<file path="src/rtl/pool_2x2_stream_pkg.sv">
// Shared constants and helpers for the S2 2x2 max-pooling stage.
package pool_2x2_stream_pkg;

    localparam int unsigned C1_SIZE = 28;
    localparam int unsigned S2_SIZE = C1_SIZE / 2;
    localparam int unsigned C1_MAPS = 6;
    localparam int unsigned DATA_W  = 32;

    // LSB of map k inside a packed multi-map bus; map k spans [lsb +: w].
    function automatic int unsigned lane_lsb(input int unsigned k, input int unsigned w);
        return k * w;
    endfunction

endpackage

</file>
<file path="src/rtl/pool_lane.sv">
// One feature map of the 2x2 max pool: horizontal pair hold register,
// half-width line buffer for even-row pair maxima and the output register.
module pool_lane
    import pool_2x2_stream_pkg::*;
#(
    parameter int unsigned IN_SIZE   = C1_SIZE,
    parameter int unsigned BIT_WIDTH = DATA_W,
    parameter int unsigned AW        = $clog2(IN_SIZE / 2)
) (
    input  logic                        clk,
    input  logic                        rst,
    input  logic                        beat,
    input  logic                        col_odd,
    input  logic                        row_odd,
    input  logic [AW-1:0]               addr,
    input  logic signed [BIT_WIDTH-1:0] din,
    output logic signed [BIT_WIDTH-1:0] dout
);

    localparam int unsigned HALF = IN_SIZE / 2;

    logic signed [BIT_WIDTH-1:0] hold_q;
    logic signed [BIT_WIDTH-1:0] out_q;
    logic signed [BIT_WIDTH-1:0] linebuf_q [HALF];
    logic signed [BIT_WIDTH-1:0] pair;
    logic signed [BIT_WIDTH-1:0] lb_rd;
    logic signed [BIT_WIDTH-1:0] win_max;

    // Horizontal max of the current pair, then vertical max against the stored row above.
    always_comb begin
        pair    = (din > hold_q) ? din : hold_q;
        lb_rd   = linebuf_q[addr];
        win_max = (lb_rd > pair) ? lb_rd : pair;
    end

    // Capture the left pixel of each horizontal pair.
    always_ff @(posedge clk) begin
        if (rst) begin
            hold_q <= '0;
        end else if (beat && !col_odd) begin
            hold_q <= din;
        end
    end

    // Line buffer needs no reset: every entry is written on an even row before the odd row reads it.
    always_ff @(posedge clk) begin
        if (beat && col_odd && !row_odd) begin
            linebuf_q[addr] <= pair;
        end
    end

    // Register the 2x2 window maximum; holds between pooled beats.
    always_ff @(posedge clk) begin
        if (rst) begin
            out_q <= '0;
        end else if (beat && col_odd && row_odd) begin
            out_q <= win_max;
        end
    end

    assign dout = out_q;

endmodule

</file>
<file path="src/rtl/pool_2x2_stream.sv">
// Streaming 2x2 stride-2 max pool over MAPS parallel feature maps in raster order.
module pool_2x2_stream
    import pool_2x2_stream_pkg::*;
#(
    parameter int unsigned IN_SIZE   = C1_SIZE,
    parameter int unsigned BIT_WIDTH = DATA_W,
    parameter int unsigned MAPS      = C1_MAPS
) (
    input  logic                           clk,
    input  logic                           rst,
    input  logic                           in_valid,
    input  logic [BIT_WIDTH*MAPS-1:0]      in_data,
    output logic                           out_valid,
    output logic [BIT_WIDTH*MAPS-1:0]      out_data,
    output logic [$clog2(IN_SIZE/2)-1:0]   out_row,
    output logic [$clog2(IN_SIZE/2)-1:0]   out_col,
    output logic                           frame_done
);

    localparam int unsigned CW = $clog2(IN_SIZE);
    localparam int unsigned PW = $clog2(IN_SIZE / 2);

    logic [CW-1:0] col_q, row_q;
    logic [PW-1:0] out_row_q, out_col_q;
    logic          out_valid_q, frame_done_q;
    logic          col_last, row_last, fire;
    logic [PW-1:0] lb_addr;

    always_comb begin
        col_last = (col_q == CW'(IN_SIZE - 1));
        row_last = (row_q == CW'(IN_SIZE - 1));
        fire     = in_valid && col_q[0] && row_q[0];
        lb_addr  = PW'(col_q >> 1);
    end

    // Raster position of the incoming beat; only valid beats advance it.
    always_ff @(posedge clk) begin
        if (rst) begin
            col_q <= '0;
            row_q <= '0;
        end else if (in_valid) begin
            if (col_last) begin
                col_q <= '0;
                row_q <= row_last ? '0 : row_q + 1'b1;
            end else begin
                col_q <= col_q + 1'b1;
            end
        end
    end

    // Pooled-beat qualifiers and coordinates, one cycle after the closing (odd,odd) pixel.
    always_ff @(posedge clk) begin
        if (rst) begin
            out_valid_q  <= 1'b0;
            frame_done_q <= 1'b0;
            out_row_q    <= '0;
            out_col_q    <= '0;
        end else begin
            out_valid_q  <= fire;
            frame_done_q <= fire && row_last && col_last;
            if (fire) begin
                out_row_q <= PW'(row_q >> 1);
                out_col_q <= lb_addr;
            end
        end
    end

    for (genvar k = 0; k < MAPS; k++) begin : g_lane
        localparam int unsigned LSB = lane_lsb(k, BIT_WIDTH);

        pool_lane #(
            .IN_SIZE   (IN_SIZE),
            .BIT_WIDTH (BIT_WIDTH),
            .AW        (PW)
        ) u_lane (
            .clk     (clk),
            .rst     (rst),
            .beat    (in_valid),
            .col_odd (col_q[0]),
            .row_odd (row_q[0]),
            .addr    (lb_addr),
            .din     (in_data[LSB +: BIT_WIDTH]),
            .dout    (out_data[LSB +: BIT_WIDTH])
        );
    end

    assign out_valid  = out_valid_q;
    assign frame_done = frame_done_q;
    assign out_row    = out_row_q;
    assign out_col    = out_col_q;

endmodule

</file>
<file path="config.mk">
export PLATFORM = sky130hd
export DESIGN_NAME = pool_2x2_stream
export DESIGN_NICKNAME = d
export VERILOG_FILES = /design/src/rtl/pool_2x2_stream_pkg.sv /design/src/rtl/pool_lane.sv /design/src/rtl/pool_2x2_stream.sv
export SDC_FILE = /design/constraint.sdc
export NUM_CORES = 2
export LEC_CHECK = 0
export CAP_MARGIN = 20
export CELL_PAD_IN_SITES_DETAIL_PLACEMENT = 1
export CELL_PAD_IN_SITES_GLOBAL_PLACEMENT = 1
export CORE_ASPECT_RATIO = 0.5
export CORE_MARGIN = 8
export CORE_UTILIZATION = 50
export DETAILED_ROUTE_END_ITERATION = 10
export PLACE_DENSITY_LB_ADDON = 0.1
export SKIP_CTS_REPAIR_TIMING = 1
export SLEW_MARGIN = 20
export SYNTH_ARGS = -nofsm -noshare
export SYNTH_HDL_FRONTEND = slang
export SYNTH_SLANG_ARGS = --single-unit
</file>
<file path="constraint.sdc">
create_clock -name clk -period 17.95 [get_ports clk]
set_input_delay 1.795 -clock clk [delete_from_list [all_inputs] [get_ports clk]]
set_output_delay 1.795 -clock clk [all_outputs]
set_load 0.03 [all_outputs]
</file>
==> summary.md <==
| Metric | Value |
|---|---|
| 1st-pass router iterations | 7 |
| Worst path max stage delay | 0.82 ns |
| DR vias | approximately 77000 |
| Post-synthesis register bit count | between 3000 and 4000 |
| Top cell by count, worst path | buf_4 |
| Die H | 381 µm |
| Dominant cell type by area after synthesis | edfxtp_1 |
| Placed Area | roughly 140000 µm² |
| Buf+Inv Stages, Crit Path | 5 |
| Post-Syn Instances | 8297 |
| GR Overflow Total | 0 |
| Number of buffers created by CTS | 286 |
| NumNets Final | slightly above 9000 |
| Hold Crit Class | reg2reg |
| Arrival time at the worst endpoint | approximately 9 ns |
| Placement Rows | roughly 130 |
| Setup ws final | between 9 and 10 ns |
| Status | finished, final reports clean |
| Pwr Density | 106 nW/µm² |
| Initial DRC Count | slightly above 6000 |
| # port buffers | 396 |
| Max Slew Vio Count | 0 |
| Synth async-reset ratio | 0 |
| Largest fanout on the critical path | 48 |
| Setup crit start kind | flop |
| Clk sink count | between 3000 and 4000 |
| Average size of a mapped cell | between 15 and 20 µm² |
| Die area | ~280000 µm² |
| Die W | approximately 750 µm |
| Initial antenna violation count | 0 |
| Minimum clock period | approximately 8.1 ns |
| GP Congestion | about 0.78 |
| Initial cell density of the core | 0.502 |
| Crit. End Element | flop |
| Clock Skew | 0.0653 ns |
| Total detailed-routing wirelength | between 300000 and 400000 µm |
| Area share of the largest cell type after synthesis | 0.605 |
| Worst-path cell chain | buf_4 -> buf_4 -> buf_4 -> buf_4 -> mux4_2 -> mux4_2 -> ha_1 -> a21oi_1 -> o21ai_0 -> a2111oi_0 -> a31oi_1 -> mux2i_1 -> nor2_2 -> buf_4 -> a31oi_1 -> o21ai_0 |
| Core Region | around 270000 µm² |
| Share of layout cells above drive strength 1 | 0.181 |
| Fmax achieved | 124 MHz |
| Worst relative slew slack | 0.284 |
| CP top delay family | buffers and inverters |
| Fin util | 0.566 |
| Period Utilization, post-route | 0.450 |
| ANT nets after route | 0 |
| Yosys Warn Count | 0 |
| CTS root buffer | clkbuf_16 |
| Setup TNS Final | 0 ns |
| First-pass GRT wire length | between 500000 and 600000 µm |
| Number of global-route vias before repair | roughly 80000 |
| Num ports | 397 |
| Drt drc | 0 |
| Total power | 16000 µW |
| Max VDD drop | 88.8 µV |
| Final instance area | about 150000 µm² |
| Leading post-synthesis cells by cell area | edfxtp_1, mux4_2, dfxtp_1 |
| Largest net degree at the start of global routing | approximately 110 |
| Register area share after synthesis | 0.666 |
| WL/cell | just under 30 µm |
| Pre-CTS setup slack | 8.80 ns |
| Most used DFF post-synth | edfxtp_1 |
| Clk slew on worst S/H paths | ~0.060 ns |
| Setup Viol. Count Final | 0 |
| Area delta synth->final | 12.9% |
| Crit Path Class | reg2reg |
| Area of the mapped netlist | roughly 130000 µm² |
| Post-synthesis cell type count | 75 |
| Clock tree buffer depth | 4 |
| Net Count, Synth | ~8900 |
| CP required | between 15 and 20 ns |
| RSZ-0062 raised after global routing | false |
| DPL Wire Length | 207000 µm |
| Clock Latency Late Sink | 0.88 ns |
| Clock H-tree levels | 5 |
| Vias per std cell | between 6 and 7 |
| Post-synth EDFFs | roughly 2700 |
| Hold path start | out_col[1] |
| Worst slew pin tran | roughly 1.1 ns |
| P_leak | between 0.04 and 0.05 µW |
| Max-cap violations | 0 |
| CP max-delay cell | buf_4 |
| CTS tree | yes |
| Tot GR Track Use | 0.248 |
| Final Hold Viols | 0 |
worst min-delay path, stage by stage (launching register included):
cell and delay (ns):
dfxtp_1 0.31, nand2_1 0.05, a21oi_1 0.06
per-stage QoR:
step	instances	hold slack [ns]
after floorplan	8297	0.449
after global placement	11900	0.441
after CTS	12400	0.462
after global routing	12400	0.480
after detailed placement	11900	0.450
final	12400	0.459
layout make-up:
type,count,area (µm²)
clock buffers,357,7650
multi-input cells,4277,41300
clock inverters,148,1490
repair buffers,542,5340
flip-flops and latches,3096,88900
inverters,401,1510
diodes,1,2.50
fillers,24000,115000
well taps,3536,4420
cell usage after synthesis, types with 35 or more instances:
cell type and number:
o21ai_0 181, buf_2 54, mux2i_1 146, a22oi_1 35
dfxtp_1 408, and4_1 68, nand3_1 74, nand2b_1 73
mux4_2 718, o21bai_1 35, nand4_1 90, o211ai_1 66
and2_1 38, buf_1 73, nor2_1 138, inv_1 340
ha_1 386, a41oi_1 36, inv_2 60, o31ai_1 69
nor3b_1 128, a21oi_1 438, a31oi_1 127, nor3_1 53
nor2b_1 35, o221ai_1 62, clkbuf_1 390, edfxtp_1 2688
mux2_2 174, nand2_1 663, a21o_1 64, a211oi_1 61
nand3b_1 99
path summary, 6_finish.rpt:
path	endpoint	slack, ns	cells after the start
worst max register to register	g_lane[2].u_lane.dout[4]	9.87	16
worst min register to register	out_col[1]	0.46	2
worst min-delay path	out_col[1]	0.46	2
worst max-delay path	g_lane[2].u_lane.dout[4]	9.87	16
flip-flops by register name (all words and copies together) (netlist names), named ones only:
signal,count
g_lane.u_lane.linebuf_q,2688
out_valid,1
g_lane.u_lane.hold_q,192
g_lane.u_lane.dout,192
row_q,5
out_col,4
col_q,5
out_row,4
frame_done,1
logic make-up after synthesis:
family | Yosys count | share of synthesized area
flops | 3096 | 0.666
buf+inv | 924 | 0.0268
xor+xnor | 2 | 0.000131
compound gates | 1325 | 0.0651
fa+ha+maj | 386 | 0.0362
mux | 1039 | 0.147
simple gates | 1525 | 0.0589
layout by cell type, fill, tap and decap left out, types with 36 or more instances in the layout:
| cell type | synthesis | final |
|---|---|---|
| a211oi_1 | 61 | 60 |
| a21o_1 | 64 | 62 |
| a21oi_1 | 438 | 438 |
| a31oi_1 | 127 | 126 |
| a41oi_1 | 36 | 36 |
| and2_1 | 38 | 36 |
| and4_1 | 68 | 68 |
| buf_4 | 1 | 124 |
| clkbuf_1 | 390 | 55 |
| clkbuf_16 | 0 | 292 |
| clkdlybuf4s50_1 | 0 | 395 |
| clkinv_1 | 1 | 45 |
| clkinv_2 | 0 | 39 |
| dfxtp_1 | 408 | 404 |
| edfxtp_1 | 2688 | 2688 |
| ha_1 | 386 | 384 |
| inv_1 | 340 | 340 |
| inv_2 | 60 | 59 |
| mux2_2 | 174 | 174 |
| mux2i_1 | 146 | 143 |
| mux4_2 | 718 | 718 |
| nand2_1 | 663 | 662 |
| nand2b_1 | 73 | 70 |
| nand3_1 | 74 | 73 |
| nand3b_1 | 99 | 99 |
| nand4_1 | 90 | 90 |
| nor2_1 | 138 | 123 |
| nor3_1 | 53 | 49 |
| nor3b_1 | 128 | 128 |
| o211ai_1 | 66 | 66 |
| o21ai_0 | 181 | 180 |
| o221ai_1 | 62 | 62 |
| o31ai_1 | 69 | 68 |
metal layers:
| layer | wire, µm | up-vias | GRT usage |
|---|---|---|---|
| met5 | 0 | - | 0 |
| met4 | 7400 | 0 | 0.0522 |
| met3 | 15300 | 430 | 0.0287 |
| met2 | 181000 | 1696 | 0.429 |
| met1 | 157000 | 41000 | 0.340 |
| li1 | - | 33400 | - |
report_power, final:
group / switching [µW] / internal (µW) / total (µW)
clock: 2730 / 3390 / 6130
sequential: 42.5 / 8120 / 8160
combinational: 1140 / 589 / 1730
total: 3920 / 12100 / 16000
Note: power is estimated with default switching activity, not from simulation.
